`src/rtl/fft8_pkg.sv`:
```
// Shared types and helpers for the 8-point radix-2 DIT FFT sequencer.
package fft8_pkg;

  localparam int N     = 8;
  localparam int LOG2N = 3;

  typedef enum logic [2:0] {
    ST_IDLE,
    ST_LOAD,
    ST_ISSUE,
    ST_DRAIN,
    ST_OUTPUT
  } fft8_state_e;

  // Twiddle index m selects W8^m; only m = 0..3 occur in a DIT 8-point transform.
  typedef logic [1:0] tw_idx_t;

  // One slot of the write-back delay line.
  typedef struct packed {
    logic             valid;
    logic [LOG2N-1:0] a;
    logic [LOG2N-1:0] b;
  } wb_entry_t;

  function automatic logic [LOG2N-1:0] bitrev3(input logic [LOG2N-1:0] v);
    return {v[0], v[1], v[2]};
  endfunction

endpackage

```
`src/rtl/fft8_addr_gen.sv`:
```
// Combinational butterfly address/twiddle generator: (stage, k) -> (a, b, tw).
module fft8_addr_gen
  import fft8_pkg::*;
(
  input  logic [1:0]       stage,
  input  logic [1:0]       k,
  output logic [LOG2N-1:0] addr_a,
  output logic [LOG2N-1:0] addr_b,
  output tw_idx_t          tw
);

  logic [LOG2N-1:0] span;
  logic [LOG2N-1:0] j;
  logic [LOG2N-1:0] grp_base;

  // Butterflies in a stage are grouped in blocks of 2*span; j is the offset inside a block.
  always_comb begin
    span     = 3'd1 << stage;
    j        = {1'b0, k} & (span - 3'd1);
    grp_base = ({1'b0, k} >> stage) << ({1'b0, stage} + 3'd1);
    addr_a   = grp_base + j;
    addr_b   = addr_a + span;
    tw       = tw_idx_t'(j << (2'd2 - stage));
  end

endmodule

```
`src/rtl/fft8_controller.sv`:
```
// Sequencer for the 8-point DIT FFT: bit-reversed load, 3 stages of 4 butterflies, natural-order unload.
module fft8_controller
  import fft8_pkg::*;
#(
  parameter int BF_LAT = 2
) (
  input  logic             clk,
  input  logic             rst,
  input  logic             start,
  input  logic             in_valid,
  output logic             in_ready,
  output logic             ld_we,
  output logic [LOG2N-1:0] ld_addr,
  output logic             bf_valid,
  output logic [LOG2N-1:0] bf_addr_a,
  output logic [LOG2N-1:0] bf_addr_b,
  output tw_idx_t          bf_tw,
  output logic [1:0]       bf_stage,
  output logic             wb_en,
  output logic [LOG2N-1:0] wb_addr_a,
  output logic [LOG2N-1:0] wb_addr_b,
  output logic             out_valid,
  input  logic             out_ready,
  output logic [LOG2N-1:0] out_addr,
  output logic             busy,
  output logic             done
);

  // Handshakes: a transfer happens in exactly the cycles where valid and ready
  // are both high; ready never depends on valid, and the controller holds its
  // own valid/address steady until the transfer completes.

  localparam logic [2:0]       DRAIN_LAST = 3'(BF_LAT - 1);
  localparam logic [1:0]       LAST_STAGE = 2'(LOG2N - 1);
  localparam logic [1:0]       LAST_K     = 2'(N / 2 - 1);
  localparam logic [LOG2N-1:0] LAST_IDX   = 3'(N - 1);

  fft8_state_e      state;
  fft8_state_e      state_nx;
  logic [LOG2N-1:0] n_q;
  logic [LOG2N-1:0] out_cnt_q;
  logic [1:0]       stage_q;
  logic [1:0]       k_q;
  logic [2:0]       drain_q;
  logic             done_q;
  logic             out_fire;
  logic [LOG2N-1:0] ag_a;
  logic [LOG2N-1:0] ag_b;
  tw_idx_t          ag_tw;
  wb_entry_t        line_q [BF_LAT];

  fft8_addr_gen u_addr_gen (
    .stage  (stage_q),
    .k      (k_q),
    .addr_a (ag_a),
    .addr_b (ag_b),
    .tw     (ag_tw)
  );

  always_ff @(posedge clk) begin
    if (rst) state <= ST_IDLE;
    else     state <= state_nx;
  end

  always_comb begin
    state_nx  = state;
    in_ready  = 1'b0;
    bf_valid  = 1'b0;
    out_valid = 1'b0;
    case (state)
      ST_IDLE: begin
        if (start) state_nx = ST_LOAD;
      end
      ST_LOAD: begin
        in_ready = 1'b1;
        if (in_valid && n_q == LAST_IDX) state_nx = ST_ISSUE;
      end
      ST_ISSUE: begin
        bf_valid = 1'b1;
        if (k_q == LAST_K) state_nx = ST_DRAIN;
      end
      ST_DRAIN: begin
        if (drain_q == DRAIN_LAST)
          state_nx = (stage_q == LAST_STAGE) ? ST_OUTPUT : ST_ISSUE;
      end
      ST_OUTPUT: begin
        out_valid = 1'b1;
        if (out_ready && out_cnt_q == LAST_IDX) state_nx = ST_IDLE;
      end
      default: state_nx = ST_IDLE;
    endcase
  end

  assign ld_we     = in_valid & in_ready;
  assign ld_addr   = in_ready ? bitrev3(n_q) : '0;
  assign bf_addr_a = bf_valid ? ag_a : '0;
  assign bf_addr_b = bf_valid ? ag_b : '0;
  assign bf_tw     = bf_valid ? ag_tw : '0;
  assign bf_stage  = bf_valid ? stage_q : '0;
  assign out_fire  = out_valid & out_ready;
  assign out_addr  = out_valid ? out_cnt_q : '0;
  assign busy      = (state != ST_IDLE);
  assign done      = done_q;

  // Counters wrap naturally (n, k, out count) at the end of their phase.
  always_ff @(posedge clk) begin
    if (rst) begin
      n_q       <= '0;
      out_cnt_q <= '0;
      stage_q   <= '0;
      k_q       <= '0;
      drain_q   <= '0;
      done_q    <= 1'b0;
    end else begin
      done_q <= out_fire && (out_cnt_q == LAST_IDX);
      case (state)
        ST_IDLE: begin
          if (start) begin
            n_q       <= '0;
            out_cnt_q <= '0;
            stage_q   <= '0;
            k_q       <= '0;
            drain_q   <= '0;
          end
        end
        ST_LOAD: begin
          if (ld_we) n_q <= n_q + 3'd1;
        end
        ST_ISSUE: begin
          k_q     <= k_q + 2'd1;
          drain_q <= '0;
        end
        ST_DRAIN: begin
          if (drain_q == DRAIN_LAST) begin
            drain_q <= '0;
            if (stage_q != LAST_STAGE) stage_q <= stage_q + 2'd1;
          end else begin
            drain_q <= drain_q + 3'd1;
          end
        end
        ST_OUTPUT: begin
          if (out_fire) out_cnt_q <= out_cnt_q + 3'd1;
        end
        default: ;
      endcase
    end
  end

  // Write-back delay line runs regardless of state so the last issues of a
  // stage still retire during DRAIN.
  always_ff @(posedge clk) begin
    if (rst) begin
      for (int i = 0; i < BF_LAT; i++) line_q[i] <= '0;
    end else begin
      line_q[0] <= '{valid: bf_valid, a: bf_addr_a, b: bf_addr_b};
      for (int i = 1; i < BF_LAT; i++) line_q[i] <= line_q[i-1];
    end
  end

  assign wb_en     = line_q[BF_LAT-1].valid;
  assign wb_addr_a = line_q[BF_LAT-1].a;
  assign wb_addr_b = line_q[BF_LAT-1].b;

endmodule

```
`config.mk`:
```
export PLATFORM = sky130hd
export DESIGN_NAME = fft8_controller
export DESIGN_NICKNAME = d
export VERILOG_FILES = /design/src/rtl/fft8_pkg.sv /design/src/rtl/fft8_addr_gen.sv /design/src/rtl/fft8_controller.sv
export SDC_FILE = /design/constraint.sdc
export NUM_CORES = 1
export LEC_CHECK = 0
export CORE_MARGIN = 2
export CORE_UTILIZATION = 50
export CTS_CLUSTER_SIZE = 10
export DETAILED_ROUTE_END_ITERATION = 6
export PLACE_DENSITY_LB_ADDON = 0.08
export SETUP_SLACK_MARGIN = 0.02
export SYNTH_ARGS = -nofsm -noshare
export SYNTH_HDL_FRONTEND = slang
export SYNTH_SLANG_ARGS = --single-unit
```
`constraint.sdc`:
```
create_clock -name clk -period 3.2 [get_ports clk]
set_input_delay 0.64 -clock clk [delete_from_list [all_inputs] [get_ports clk]]
set_output_delay 0.64 -clock clk [all_outputs]
set_load 0.01 [all_outputs]
```
==> impl_metrics.py, run 1 <==
metrics = {
    "yosys": {
        "synth-seq-cells": 31,
        "netlist_instances": 176,
        "synth_top_area_share": 0.389,
        "ys_warn_count": 0,
        "synth_cell_types": 36,
        "seq_area_frac_synth": 0.389,
        "synthTopCellsByArea": "dfxtp_1 39%, ha_1 8.6%, nor2_1 5.6%",
        "synth_ff_type": "dfxtp_1",
        "synth_area_leader_cell": "dfxtp_1",
        "avgSynthCellArea_um2": 9.06,
        "syn-num-nets": 193,
        "yosysMostFrequentCell": "dfxtp_1",
        "synth_commonest_cells": "31 x dfxtp_1, 24 x nor2_1, 12 x nand2_1",
        "synth-edff-count": 0,
        "synth_area_mm2": 0.00160,
        "ys_async_sr_fraction": 0,
    },
    "finish": {
        "layout-drive-gt1-share": 0.182,
        "finalNetCount": 230,
        "seqCellArea_um2": 623,
        "multiInputGateArea_um2": 937,
        "area_growth_pct": 32.8,
        "n_antenna_cell": 0,
        "fillCellCount": 252,
    },
    "routing": {
        "first_pass_iters": 4,
        "vias": 1349,
        "viasPerCell": 5.23,
        "drt-total-wl_um": 3410,
        "wire_per_inst_um": 13.2,
        "final_antenna_net_count": 0,
        "drc": 0,
        "first_iter_violations": 65,
    },
    "die": {
        "die-area_mm2": 0.00366,
        "core_mm2": 0.00305,
        "die_w_um": 60.5,
        "num_rows": 20,
        "io_pins": 34,
        "die_h_um": 60.5,
        "initial_core_util": 0.523,
    },
    "worst_setup_path": {
        "path_class": "reg -> out",
        "worst-path-max-fanout": 6,
        "arrival_ns": 2.60,
        "crit_path_start_kind": "register",
        "required_ns": 2.56,
        "critPathCaptureType": "output port",
        "rr_worst_depth": 10,
    },
    "power": {
        "ir_drop_v": 0.000285,
        "powerDensity_mw_per_mm2": 382,
        "leakage_nw": 0.819,
    },
    "timing": {
        "setup_viol": 1,
        "rsz0062_at_grt": "true",
        "relSlewSlack": 0.686,
        "post-route-period-util": 1.01,
        "finClkSkew_ns": 0.00703,
        "fin_setup_tns_ns": -0.0394,
        "hold_violations": 0,
        "setup_slack_ns": -0.0394,
        "tightest_slew_ns": 0.470,
        "hold_ws_ns": 0.446,
        "period_needed_ns": 3.24,
        "max_clock_freq_ghz": 0.309,
        "slew_viol_final": 0,
    },
    "grt": {
        "grtUsageTotal": 0.202,
        "grt_pass1_wl_um": 5390,
        "grt_pass1_vias": 1270,
        "grt_max_degree": 18,
        "overflow": 0,
        "grt_antenna_before_repair": 0,
    },
    "cts": {
        "htreeDepth": 2,
        "hold_buffers": 0,
        "clock_latency_ns": 0.34,
        "cts-root-buf": "clkbuf_4",
        "clockBufferDepth": 2,
        "cts_tree": "done",
        "numCtsBuffers": 5,
        "clk_pin_slew_worst_paths_ns": 0.09,
        "clock-sinks": 31,
    },
    "placed_design": {
        "gp_congestion": 0.765,
        "dpl.hpwl_um": 2400,
        "port_buffers": 33,
    },
    "status": {
        "status": "finished, violations left",
        "violations": "negative setup slack",
    },
    "worst_hold_path": {
        "holdPathStages": 1,
        "hold_class": "reg -> reg",
    },
    "job": {
        "max_cap_violations": 0,
    },
}
-- path summary, 6_finish.rpt --
| check | from | end | slack (ns) |
|---|---|---|---|
| hold reg to reg | line_q[0][5]$_SDFF_PP0_ | line_q[0][12]$_SDFF_PP0_ | 0.45 |
| setup reg to reg | stage_q[0]$_SDFFE_PP0P_ | line_q[0][1]$_SDFF_PP0_ | 0.95 |
| hold / removal | line_q[0][5]$_SDFF_PP0_ | line_q[0][12]$_SDFF_PP0_ | 0.45 |
| setup / recovery | stage_q[0]$_SDFFE_PP0P_ | bf_addr_b[1] | -0.04 |
-- cell type report --
class                      instances  area share
tap                               44      0.0260
multi-input combinational        125       0.442
clock buffer                       8      0.0325
timing repair buffer              45       0.196
inverter                           5     0.00886
sequential                        31       0.294
-- power by group --
group          internal (mW)  switching [mW]  total [mW]
Sequential             0.396          0.0120       0.408
Combinational         0.0683          0.0742       0.143
Clock                  0.129           0.130       0.259
-- through the flow --
step                      utilization  cells  total power [mW]  cell area (µm²)  setup slack [ns]
after floorplan                     -    176             0.506             1600             0.150
after global placement          0.644    248             0.552             1970           -0.0365
after detailed placement        0.644    248             0.556             1970            -0.173
after CTS                       0.673    256             0.810             2050           -0.0419
after global routing            0.694    258             0.854             2120            -0.124
final                           0.694    258             0.809             2120           -0.0394
-- metal layers --
metal,track usage,up-vias,share of wire
met3,0.0810,8,0.049
li1,-,675,-
met1,0.201,637,0.40
met4,0.0745,0,0.020
met2,0.376,29,0.53
met5,0,-,0
-- kinds of logic (layout without fill, tap and decap cells) --
family                   after synthesis  after routing  share of synthesized area
adder cells (fa/ha/maj)               12             12                     0.0988
multiplexers                           4              4                     0.0259
AO/OA/AOI/OAI                         21             21                     0.0902
XOR/XNOR                               6              6                     0.0329
buffers and inverters                 20             58                     0.0682
flip-flops                            31             31                      0.389
AND/OR/NAND/NOR                       82             82                      0.295
-- flip-flops by register name (all words and copies together), names as in the netlist --
name	flops
done	1
drain_q	3
k_q	2
line_q	14
n_q	3
out_cnt_q	3
stage_q	2
state	3
-- cell usage in the layout, fill, tap and decap left out, types with 3 or more instances in the layout --
cell	netlist	final
nand3_1	3	3
clkbuf_4	0	5
nand3b_1	3	3
a22oi_1	3	3
and2_1	11	11
ha_1	11	8
nor3b_1	4	4
and4bb_1	3	3
ha_4	0	3
nand2_1	12	12
inv_2	1	4
buf_4	8	10
nor2_1	24	24
mux2i_1	3	3
nor2b_1	8	8
nor3_1	6	5
clkdlybuf4s50_1	0	29
xnor2_1	6	4
a21oi_1	9	9
dfxtp_1	31	29
-- critical path: stages (launching register included) --
cell,delay [ns]
dfxtp_2,0.34
buf_6,0.13
ha_4,0.16
nor3_4,0.21
and3_4,0.22
ha_4,0.13
inv_2,0.03
fa_2,0.56
xnor2_2,0.14
xnor2_2,0.14
nor2_1,0.07
buf_2,0.14
-- what timing repair did --
action / CTS / global route
gates resized for setup: 14 / 13
buffers inserted: 0 / 2
pin swaps: 5 / 7
endpoints found under the setup margin: 4 / 3
gates cloned: 0 / 0
(Power assumes the default switching activity.)
==> run 2: changes to the inputs <==
CAP_MARGIN = 0   (was unset)
==> results of run 2 <==
Same layout as run 1: the final DEF is identical, and so are final timing and power.
